## src/rtl/hex_loader.sv

```systemverilog
// Streams readmemh-format ASCII hex text from a ready/valid byte port into memory writes.
// Define HEXLOAD_COMMENT_EN to accept "//" line comments in the text.
module hex_loader #(
  parameter int ADDR_W = 16,
  parameter int DATA_W = 64
) (
  input  logic              clk,
  input  logic              reset,
  input  logic              rx_valid,
  input  logic [7:0]        rx_data,
  output logic              rx_ready,
  output logic              mem_we,
  output logic [ADDR_W-1:0] mem_addr,
  output logic [DATA_W-1:0] mem_wdata,
  input  logic              mem_ready,
  output logic              done,
  output logic              error
);

  localparam int ADIG  = (ADDR_W + 3) / 4;
  localparam int DDIG  = DATA_W / 4;
  localparam int ACC_W = (4 * ADIG > DATA_W) ? 4 * ADIG : DATA_W;
  localparam int MAXD  = (ADIG > DDIG) ? ADIG : DDIG;
  localparam int CNT_W = $clog2(MAXD + 1);
  localparam logic [CNT_W-1:0] ADIG_C = CNT_W'(ADIG);
  localparam logic [CNT_W-1:0] DDIG_C = CNT_W'(DDIG);

`ifdef HEXLOAD_COMMENT_EN
  typedef enum logic [2:0] {SKIP, ADDR, DATA, WRITE, DONE, ERROR, CMT1, CMT} state_t;
`else
  typedef enum logic [2:0] {SKIP, ADDR, DATA, WRITE, DONE, ERROR} state_t;
`endif

  state_t             state, nxt;
  logic [ACC_W-1:0]   acc, acc_nxt;
  logic [CNT_W-1:0]   cnt, cnt_nxt;
  logic [ADDR_W-1:0]  addr, addr_nxt;
  logic               term_nul, nul_nxt;
  logic               is_sep, is_hex, is_nul, is_at, xfer, nxt_rdy;
  logic [3:0]         nib;

  // Character classes and nibble value of the offered byte.
  always_comb begin
    is_sep = (rx_data == 8'h20) || (rx_data == 8'h09) || (rx_data == 8'h0a) || (rx_data == 8'h0d);
    is_nul = (rx_data == 8'h00);
    is_at  = (rx_data == 8'h40);
    is_hex = 1'b1;
    nib    = 4'h0;
    if (rx_data >= 8'h30 && rx_data <= 8'h39)
      nib = rx_data[3:0];
    else if ((rx_data >= 8'h61 && rx_data <= 8'h66) || (rx_data >= 8'h41 && rx_data <= 8'h46))
      nib = rx_data[3:0] + 4'd9;
    else
      is_hex = 1'b0;
  end

  assign xfer = rx_valid & rx_ready;

  always_comb begin
    nxt      = state;
    acc_nxt  = acc;
    cnt_nxt  = cnt;
    addr_nxt = addr;
    nul_nxt  = term_nul;
    case (state)
      SKIP: if (xfer) begin
        if (is_sep) nxt = SKIP;
        else if (is_at) begin
          nxt = ADDR; acc_nxt = '0; cnt_nxt = '0;
        end else if (is_hex) begin
          nxt = DATA; acc_nxt = ACC_W'(nib); cnt_nxt = CNT_W'(1);
        end else if (is_nul) nxt = DONE;
`ifdef HEXLOAD_COMMENT_EN
        else if (rx_data == 8'h2f) nxt = CMT1;
`endif
        else nxt = ERROR;
      end
      ADDR: if (xfer) begin
        if (is_hex) begin
          if (cnt == ADIG_C) nxt = ERROR;
          else begin
            acc_nxt = {acc[ACC_W-5:0], nib}; cnt_nxt = cnt + CNT_W'(1);
          end
        end else if (is_sep || is_nul) begin
          // An '@' with no digits is malformed, not address zero.
          if (cnt == '0) nxt = ERROR;
          else begin
            addr_nxt = acc[ADDR_W-1:0];
            nxt      = is_nul ? DONE : SKIP;
          end
        end else nxt = ERROR;
      end
      DATA: if (xfer) begin
        if (is_hex) begin
          if (cnt == DDIG_C) nxt = ERROR;
          else begin
            acc_nxt = {acc[ACC_W-5:0], nib}; cnt_nxt = cnt + CNT_W'(1);
          end
        end else if (is_sep || is_nul) begin
          nxt = WRITE; nul_nxt = is_nul;
        end else nxt = ERROR;
      end
      WRITE: if (mem_ready) begin
        addr_nxt = addr + ADDR_W'(1);
        nxt      = term_nul ? DONE : SKIP;
      end
`ifdef HEXLOAD_COMMENT_EN
      CMT1: if (xfer) nxt = (rx_data == 8'h2f) ? CMT : ERROR;
      CMT: if (xfer) begin
        if (rx_data == 8'h0a) nxt = SKIP;
        else if (is_nul) nxt = DONE;
      end
`endif
      default: nxt = state;
    endcase
  end

`ifdef HEXLOAD_COMMENT_EN
  assign nxt_rdy = (nxt == SKIP) || (nxt == ADDR) || (nxt == DATA) || (nxt == CMT1) || (nxt == CMT);
`else
  assign nxt_rdy = (nxt == SKIP) || (nxt == ADDR) || (nxt == DATA);
`endif

  // Outputs are registered from the next state so they line up with it.
  always_ff @(posedge clk or negedge reset) begin
    if (!reset) begin
      state     <= SKIP;
      acc       <= '0;
      cnt       <= '0;
      addr      <= '0;
      term_nul  <= 1'b0;
      rx_ready  <= 1'b0;
      mem_we    <= 1'b0;
      mem_addr  <= '0;
      mem_wdata <= '0;
      done      <= 1'b0;
      error     <= 1'b0;
    end else begin
      state    <= nxt;
      acc      <= acc_nxt;
      cnt      <= cnt_nxt;
      addr     <= addr_nxt;
      term_nul <= nul_nxt;
      rx_ready <= nxt_rdy;
      mem_we   <= (nxt == WRITE);
      done     <= (nxt == DONE);
      error    <= (nxt == ERROR);
      if (state != WRITE && nxt == WRITE) begin
        mem_addr  <= addr;
        mem_wdata <= acc[DATA_W-1:0];
      end
    end
  end

endmodule

```

## config.mk

```make
export PLATFORM = sky130hd
export DESIGN_NAME = hex_loader
export DESIGN_NICKNAME = d
export VERILOG_FILES = /design/src/rtl/hex_loader.sv
export SDC_FILE = /design/constraint.sdc
export NUM_CORES = 1
export LEC_CHECK = 0
export ABC_AREA = 1
export CAP_MARGIN = 20
export CORE_MARGIN = 3
export CORE_UTILIZATION = 65
export CTS_BUF_LIST = sky130_fd_sc_hd__clkbuf_8
export CTS_CLUSTER_DIAMETER = 50
export DETAILED_ROUTE_END_ITERATION = 16
export DONT_BUFFER_PORTS = 1
export PLACE_DENSITY = 0.81
export SETUP_SLACK_MARGIN = 0.3
export SLEW_MARGIN = 20
export SYNTH_ARGS = -nofsm -noshare
export SYNTH_HDL_FRONTEND = slang
export SYNTH_SLANG_ARGS = --single-unit
export TNS_END_PERCENT = 10
```

## constraint.sdc

```tcl
create_clock -name clk -period 2.85 [get_ports clk]
set_input_delay 0.57 -clock clk [delete_from_list [all_inputs] [get_ports clk]]
set_output_delay 0.57 -clock clk [all_outputs]
set_load 0.01 [all_outputs]
```

==> impl_metrics.yaml <==
placement:
  placed_cell_area_um2: 7980
  dp_hpwl_um: 11500
  gp_congestion: 0.912
  port_buffers: 0
drt:
  ant_nets: 0
  wire_per_inst_um: 16.7
  drc: 0
  vias: 6508
  wl_um: 18000
  via_per_inst: 6.04
  first_pass_iters: 6
  first_iter_violations: 718
flow_run:
  maxCapViolations: 0
clock_network:
  cts_max_level: 4
  clock_latency_ns: 0.45
  tritoncts: "done"
  root_buffer: "clkbuf_8"
  clk_pin_slew_worst_paths_ns: 0.09
  clockBufferDepth: 2
  cts_buffers: 17
  cts_num_sinks: 173
yosys:
  syn_nets: 965
  synth_top_area_share: 0.542
  yosys_warnings: 0
  synth_ff_type: "dfrtp_1"
  synth_edf_count: 0
  yosys.cell_types.count: 35
  synth.most_common_cell: "nand2_1"
  ys_seq_elements: 173
  synth_area_um2: 7990
  synth_commonest_cells: "373 x nand2_1, 173 x dfrtp_1, 88 x nand4_1"
  synth_area_leaders: "dfrtp_1 54%, nand2_1 18%, nand4_1 6.9%"
  syn_inst: 946
  seq_area_frac_synth: 0.542
  synth_area_per_cell_um2: 8.45
  ys_async_sr_fraction: 1.00
  synth_top_area_cell: "dfrtp_1"
setup_path:
  cp-end-kind: "register"
  r2r_setup_slack_ns: 0.44
  critPathTopFamily: "buffers and inverters"
  critPathBufInv: 4
  timing.rr.end: "addr[3]$_DFFE_PN0P_"
  cp_slowest_cell: "buf_4"
  crit_path_end: "addr[3]$_DFFE_PN0P_"
  critPathLaunch: "state[2]$_DFF_PN0_"
  path_cells: "inv_1, nand2_1, nor2_4, inv_2, buf_4, buf_4, o21ai_0, nand2_1, o21ai_0"
  path_depth: 9
  criticalPathCategory: "reg2reg"
  required_ns: 3.18
  cp.arrival_ns: 2.74
  slowest_delay_ns: 0.57
  cp_max_fo: 70
  r2r_start: "state[2]$_DFF_PN0_"
  worstSetupStartpointType: "register"
  reg2reg_depth: 9
floorplanning:
  std_cell_rows: 39
  fp.dieArea_um2: 13700
  io_pins: 96
  die_x_um: 117
  die_y_um: 117
  initial_core_util: 0.682
  coreArea_um2: 11700
timing:
  tns_ns: 0
  rsz0062_at_grt: "true"
  finalHoldViolCount: 173
  finalCritPeriodShare: 0.844
  whs_ns: -0.189
  relSlewSlack: 0.528
  fmax_mhz: 416
  finalClockSkew_ns: 0.00916
  report.final.setup_viol: 0
  slew_violations: 0
  period_needed_ns: 2.41
  tightestPinTransition_ns: 0.707
global_routing:
  overflow: 0
  grt_pass1_wl_um: 29500
  grt.total_usage: 0.274
  grt_pass1_vias: 6151
  grt_max_degree: 174
  antenna_found_initial: 0
run_status:
  failed_checks: "hold timing"
  status: "finished with violations"
power_and_ir_drop:
  powerDensity_nw_per_um2: 672
  leakage_nw: 4.07
  ir_worst_vdd_mv: 0.389
finish:
  area_growth_pct: 5.20
  stdcell_area_um2: 8410
  nets: 941
  antenna_cells: 0
  final_layout_size_suffix_gt1_frac: 0.0717
min_path:
  hold_class: "in2async"
flip-flops by register name (all words and copies together) (netlist names), 3 cells and up:
| signal | flops |
|---|---|
| addr | 16 |
| mem_addr | 16 |
| state | 3 |
| cnt | 5 |
| mem_wdata | 64 |
| acc | 64 |
worst min-delay path by stage:
stage,depth (start not counted),startpoint,slack [ns],to
3_3_place_gp,0,reset,0.28,mem_addr[4]$_DFFE_PN0P_
2_1_floorplan,0,reset,0.27,acc[0]$_DFFE_PN0P_
4_1_cts,0,reset,-0.22,mem_wdata[13]$_DFFE_PN0P_
5_1_grt,0,reset,-0.23,mem_addr[0]$_DFFE_PN0P_
6_report,0,reset,-0.19,mem_addr[3]$_DFFE_PN0P_
3_5_place_dp,0,reset,0.28,mem_addr[3]$_DFFE_PN0P_
cell usage in the layout (no fill, tap or decap), types with 2 or more instances in the layout:
cell          n
nand2_1     372
dfrtp_1     173
nand4_1      88
o21ai_0      85
inv_1        50
nand3_1      27
nor2_1       25
clkbuf_8     17
buf_4        14
a21oi_1      13
ha_1          7
xor2_1        5
inv_2         5
nand2_2       4
a32oi_1       4
clkinvlp_4    4
o21a_1        3
o31ai_1       3
nor3_1        3
a22oi_1       3
buf_12        3
nand3_2       2
o22ai_1       2
inv_6         2
bufinv_16     2
clkinv_2      2
layer usage:
| layer | track usage | wire length, um | vias up |
|---|---|---|---|
| li1 | - | - | 3079 |
| met1 | 0.378 | 7680 | 3087 |
| met4 | 0.0994 | 405 | 0 |
| met3 | 0.0632 | 1250 | 54 |
| met5 | 0 | 0 | - |
| met2 | 0.428 | 8710 | 288 |
power by group:
part           total [mW]  leakage (nW)  switching, mW  internal (mW)
Sequential           2.99          2.38          0.308           2.68
Combinational       0.999          1.50          0.694          0.305
Clock                1.66         0.194          0.882          0.777
Total                5.65          4.07           1.88           3.76
per-stage QoR:
step                       util  hold WS (ns)  power [mW]  std cells  setup WS [ns]
final                     0.718        -0.189        5.65       1078          0.444
after global routing      0.718        -0.226        5.93       1078          0.287
after CTS                 0.714        -0.224        5.65       1074          0.390
after detailed placement  0.681         0.278        4.00       1042          0.241
after global placement    0.681         0.280        3.94       1042          0.353
after floorplan               -         0.274        3.74        946          0.606
logic make-up (layout without fill, tap and decap cells):
group / count (synthesis) / count (layout) / share of synthesized area
buffers and inverters: 113 / 101 / 0.0700
AOI/OAI and AO/OA: 118 / 119 / 0.0817
DFF: 173 / 173 / 0.542
adders and majority gates: 7 / 7 / 0.0110
xor gates and xnor gates: 6 / 6 / 0.00658
and+or+nand+nor: 529 / 529 / 0.289
worst reg2reg max path: stages (launching register included):
cell	delay, ns
dfrtp_1	0.46
inv_1	0.13
nand2_1	0.15
nor2_4	0.07
inv_2	0.09
buf_4	0.57
buf_4	0.48
o21ai_0	0.17
nand2_1	0.08
o21ai_0	0.08
final cells by class:
type / instances / area [um2]
sequential: 173 / 4330
fill: 902 / 3300
multi-input combinational: 661 / 3160
clock buffer: 17 / 234
inverter: 52 / 195
tap: 143 / 179
timing repair buffer: 17 / 165
clock inverter: 15 / 149
what timing repair did:
item                                    in CTS  in global routing
hold endpoints to repair                   173                173
resized for setup                            0                  1
setup buffers                                0                  3
endpoints found under the setup margin       0                141
Note: power is estimated with default switching activity, not from simulation.
==> variant (same settings) <==
The parameter `DATA_W` goes from 64 to 128.
--- a/src/rtl/hex_loader.sv
+++ b/src/rtl/hex_loader.sv
@@ -3,5 +3,5 @@
 module hex_loader #(
   parameter int ADDR_W = 16,
-  parameter int DATA_W = 64
+  parameter int DATA_W = 128
 ) (
   input  logic              clk,
Ports: changed (resized mem_wdata); port bits go from 96 to 160. No check against the original RTL was run, so the function may have changed too.
==> variant against the unedited design <==
The run still ends with hold timing left. Area after synthesis increased by 70%. Global-route usage decreased by 3.6 points. Count of clock-buffer cells in the layout increased by 49. Routed wire length increased by 46%. Sequential share of layout area decreased by 0.069 points. Fmax increased by 10%. Sequential cell count increased by 129. Cell area increased by 75%. Setup slack improved by 0.22 ns. Non-clock buffer count increased by 3. Total power increased by 46%. Utilization increased by 0.38 points.
==> variant: results (changes against the unedited design) <==
Post-Layout Cell Count=1556 (+44%); CTS buffer count=48 (+31); Final Skew=0.0286 ns (+0.0195 ns); total track usage=0.238 (-0.0359); Vias/cell=5.46 (-9.5%); via count of the first global-routing pass=8552 (+39%); Syn Area/Cell=10.9 µm² (+29%); Crit path max-delay family=simple AND/OR/NAND/NOR gates; maximum VDD drop=0.337 mV (-13%); complex-gate fraction of the synthesized area=0.106 (+0.0242); Slew HR=0.594 (+0.0655); Post-Synth XOR/XNOR Area=0.00515 (-0.00142); initial DRC count=574 (-20%); Yosys cell types=33 (-5.7%); DP Wirelength=17100 µm (+48%); status=finished, violations left; Post-Synth Adder-Cell Area=0.00644 (-0.00452); layout cells sized above 1=0.255 (+0.183); PostCTS Resize Cnt=0 (unchanged); Hold Slack=-0.275 ns (-0.0857 ns); met2 wire length=12600 µm (+45%); detail-routed net length per standard cell=17.0 µm (+1.5%); placed cells=1472 (+41%); Max clock buf depth=3 (+1); worst skew pair latency=0.56 ns (+0.11 ns); Pleak=7.13 nW (+75%); first-pass GRT wire length=43800 µm (+48%); DR WL met3=1770 µm (+41%); dpl cell area=0.0137 mm² (+71%); Synthesis Warnings=0 (unchanged); Post-synth top cells=378 x nand2_1, 302 x dfrtp_1, 110 x mux2_4, 94 x o21ai_2, 73 x o21ai_0; crit-path max FO=43 (-39%); clock-pin slew on the worst setup and hold paths=0.06 ns (-0.03 ns); failing checks=hold timing; biggest regs=acc x128, mem_wdata x128; max incr delay on CP=0.40 ns (-0.17 ns); multiplexer share of the synthesized area=0.127 (+0.127); CP Data Arrival Time=2.65 ns (-0.09 ns); htree depth=2 (-2); CP max stage cell=dfrtp_1; Seq/Total Area, Yosys=0.556 (+0.0142); post-placement setup slack=0.305 ns (+0.0637 ns); Final Net Count=1271 (+35%); routability cong.=0.910 (-0.21%); largest net degree at the start of global routing=303 (+74%); final hold violations=302 (+75%); largest cells by area after synthesis=dfrtp_1 56%, mux2_4 12%, nand2_1 10%, o21ai_2 6.1%, buf_6 3.1%; metal1 wirelength=11600 µm (+51%)
-- variant: cell count changes after synthesis, moves of 6 or more --
cell | before | now
dfrtp_1 | 173 | 302
mux2_4 | 0 | 110
o21ai_2 | 0 | 94
nand4_1 | 88 | 5
o21ai_1 | 0 | 35
buf_6 | 16 | 37
o21ai_0 | 85 | 73
clkbuf_1 | 33 | 22
inv_1 | 47 | 54
nor2_1 | 25 | 32
nand3_1 | 27 | 33
-- variant: final timing paths --
kind | from | endpoint | slack, ns | depth (start not counted)
setup / recovery | cnt[0] | acc[104] | 0.66 | 11
hold / removal | reset | mem_wdata[106] | -0.27 | 0
setup reg to reg | cnt[0] | acc[104] | 0.66 | 11
hold reg to reg | acc[126] | acc[126] | 0.48 | 2
max in group asynchronous | reset | acc[0] | 2.76 | 0
min in group clk | mem_ready | state[2] | 0.29 | 2
-- variant: cell type report --
type                            count  area [µm²]  area share
Clock buffer                       66         908      0.0618
Inverter                           61         229      0.0156
Multi-Input combinational cell    819        5270       0.359
Sequential cell                   302        7560       0.514
Timing Repair Buffer               20         263      0.0179
Clock inverter                     18         130     0.00885
Tap cell                          270         338      0.0230
-- variant: stage by stage --
step | power [mW] | hold slack (ns) | util
detailed placement | 4.45 | 0.281 | 0.671
global placement | 4.45 | 0.285 | 0.671
CTS | 8.33 | -0.309 | 0.722
floorplan | 4.44 | 0.274 | -
finish | 8.27 | -0.275 | 0.722
global route | 8.55 | -0.305 | 0.722
-- variant: where the power goes --
part           internal [mW]  leakage [nW]  switching, mW
clock                   2.23         0.577           1.66
sequential              4.30          4.17         0.0114
combinational         0.0213          2.38         0.0413
-- variant: routing by layer --
metal,track usage,vias to the layer above
met1,0.331,4165
met4,0.0644,0
met3,0.0578,35
met5,0,-
li1,-,4097
met2,0.378,204
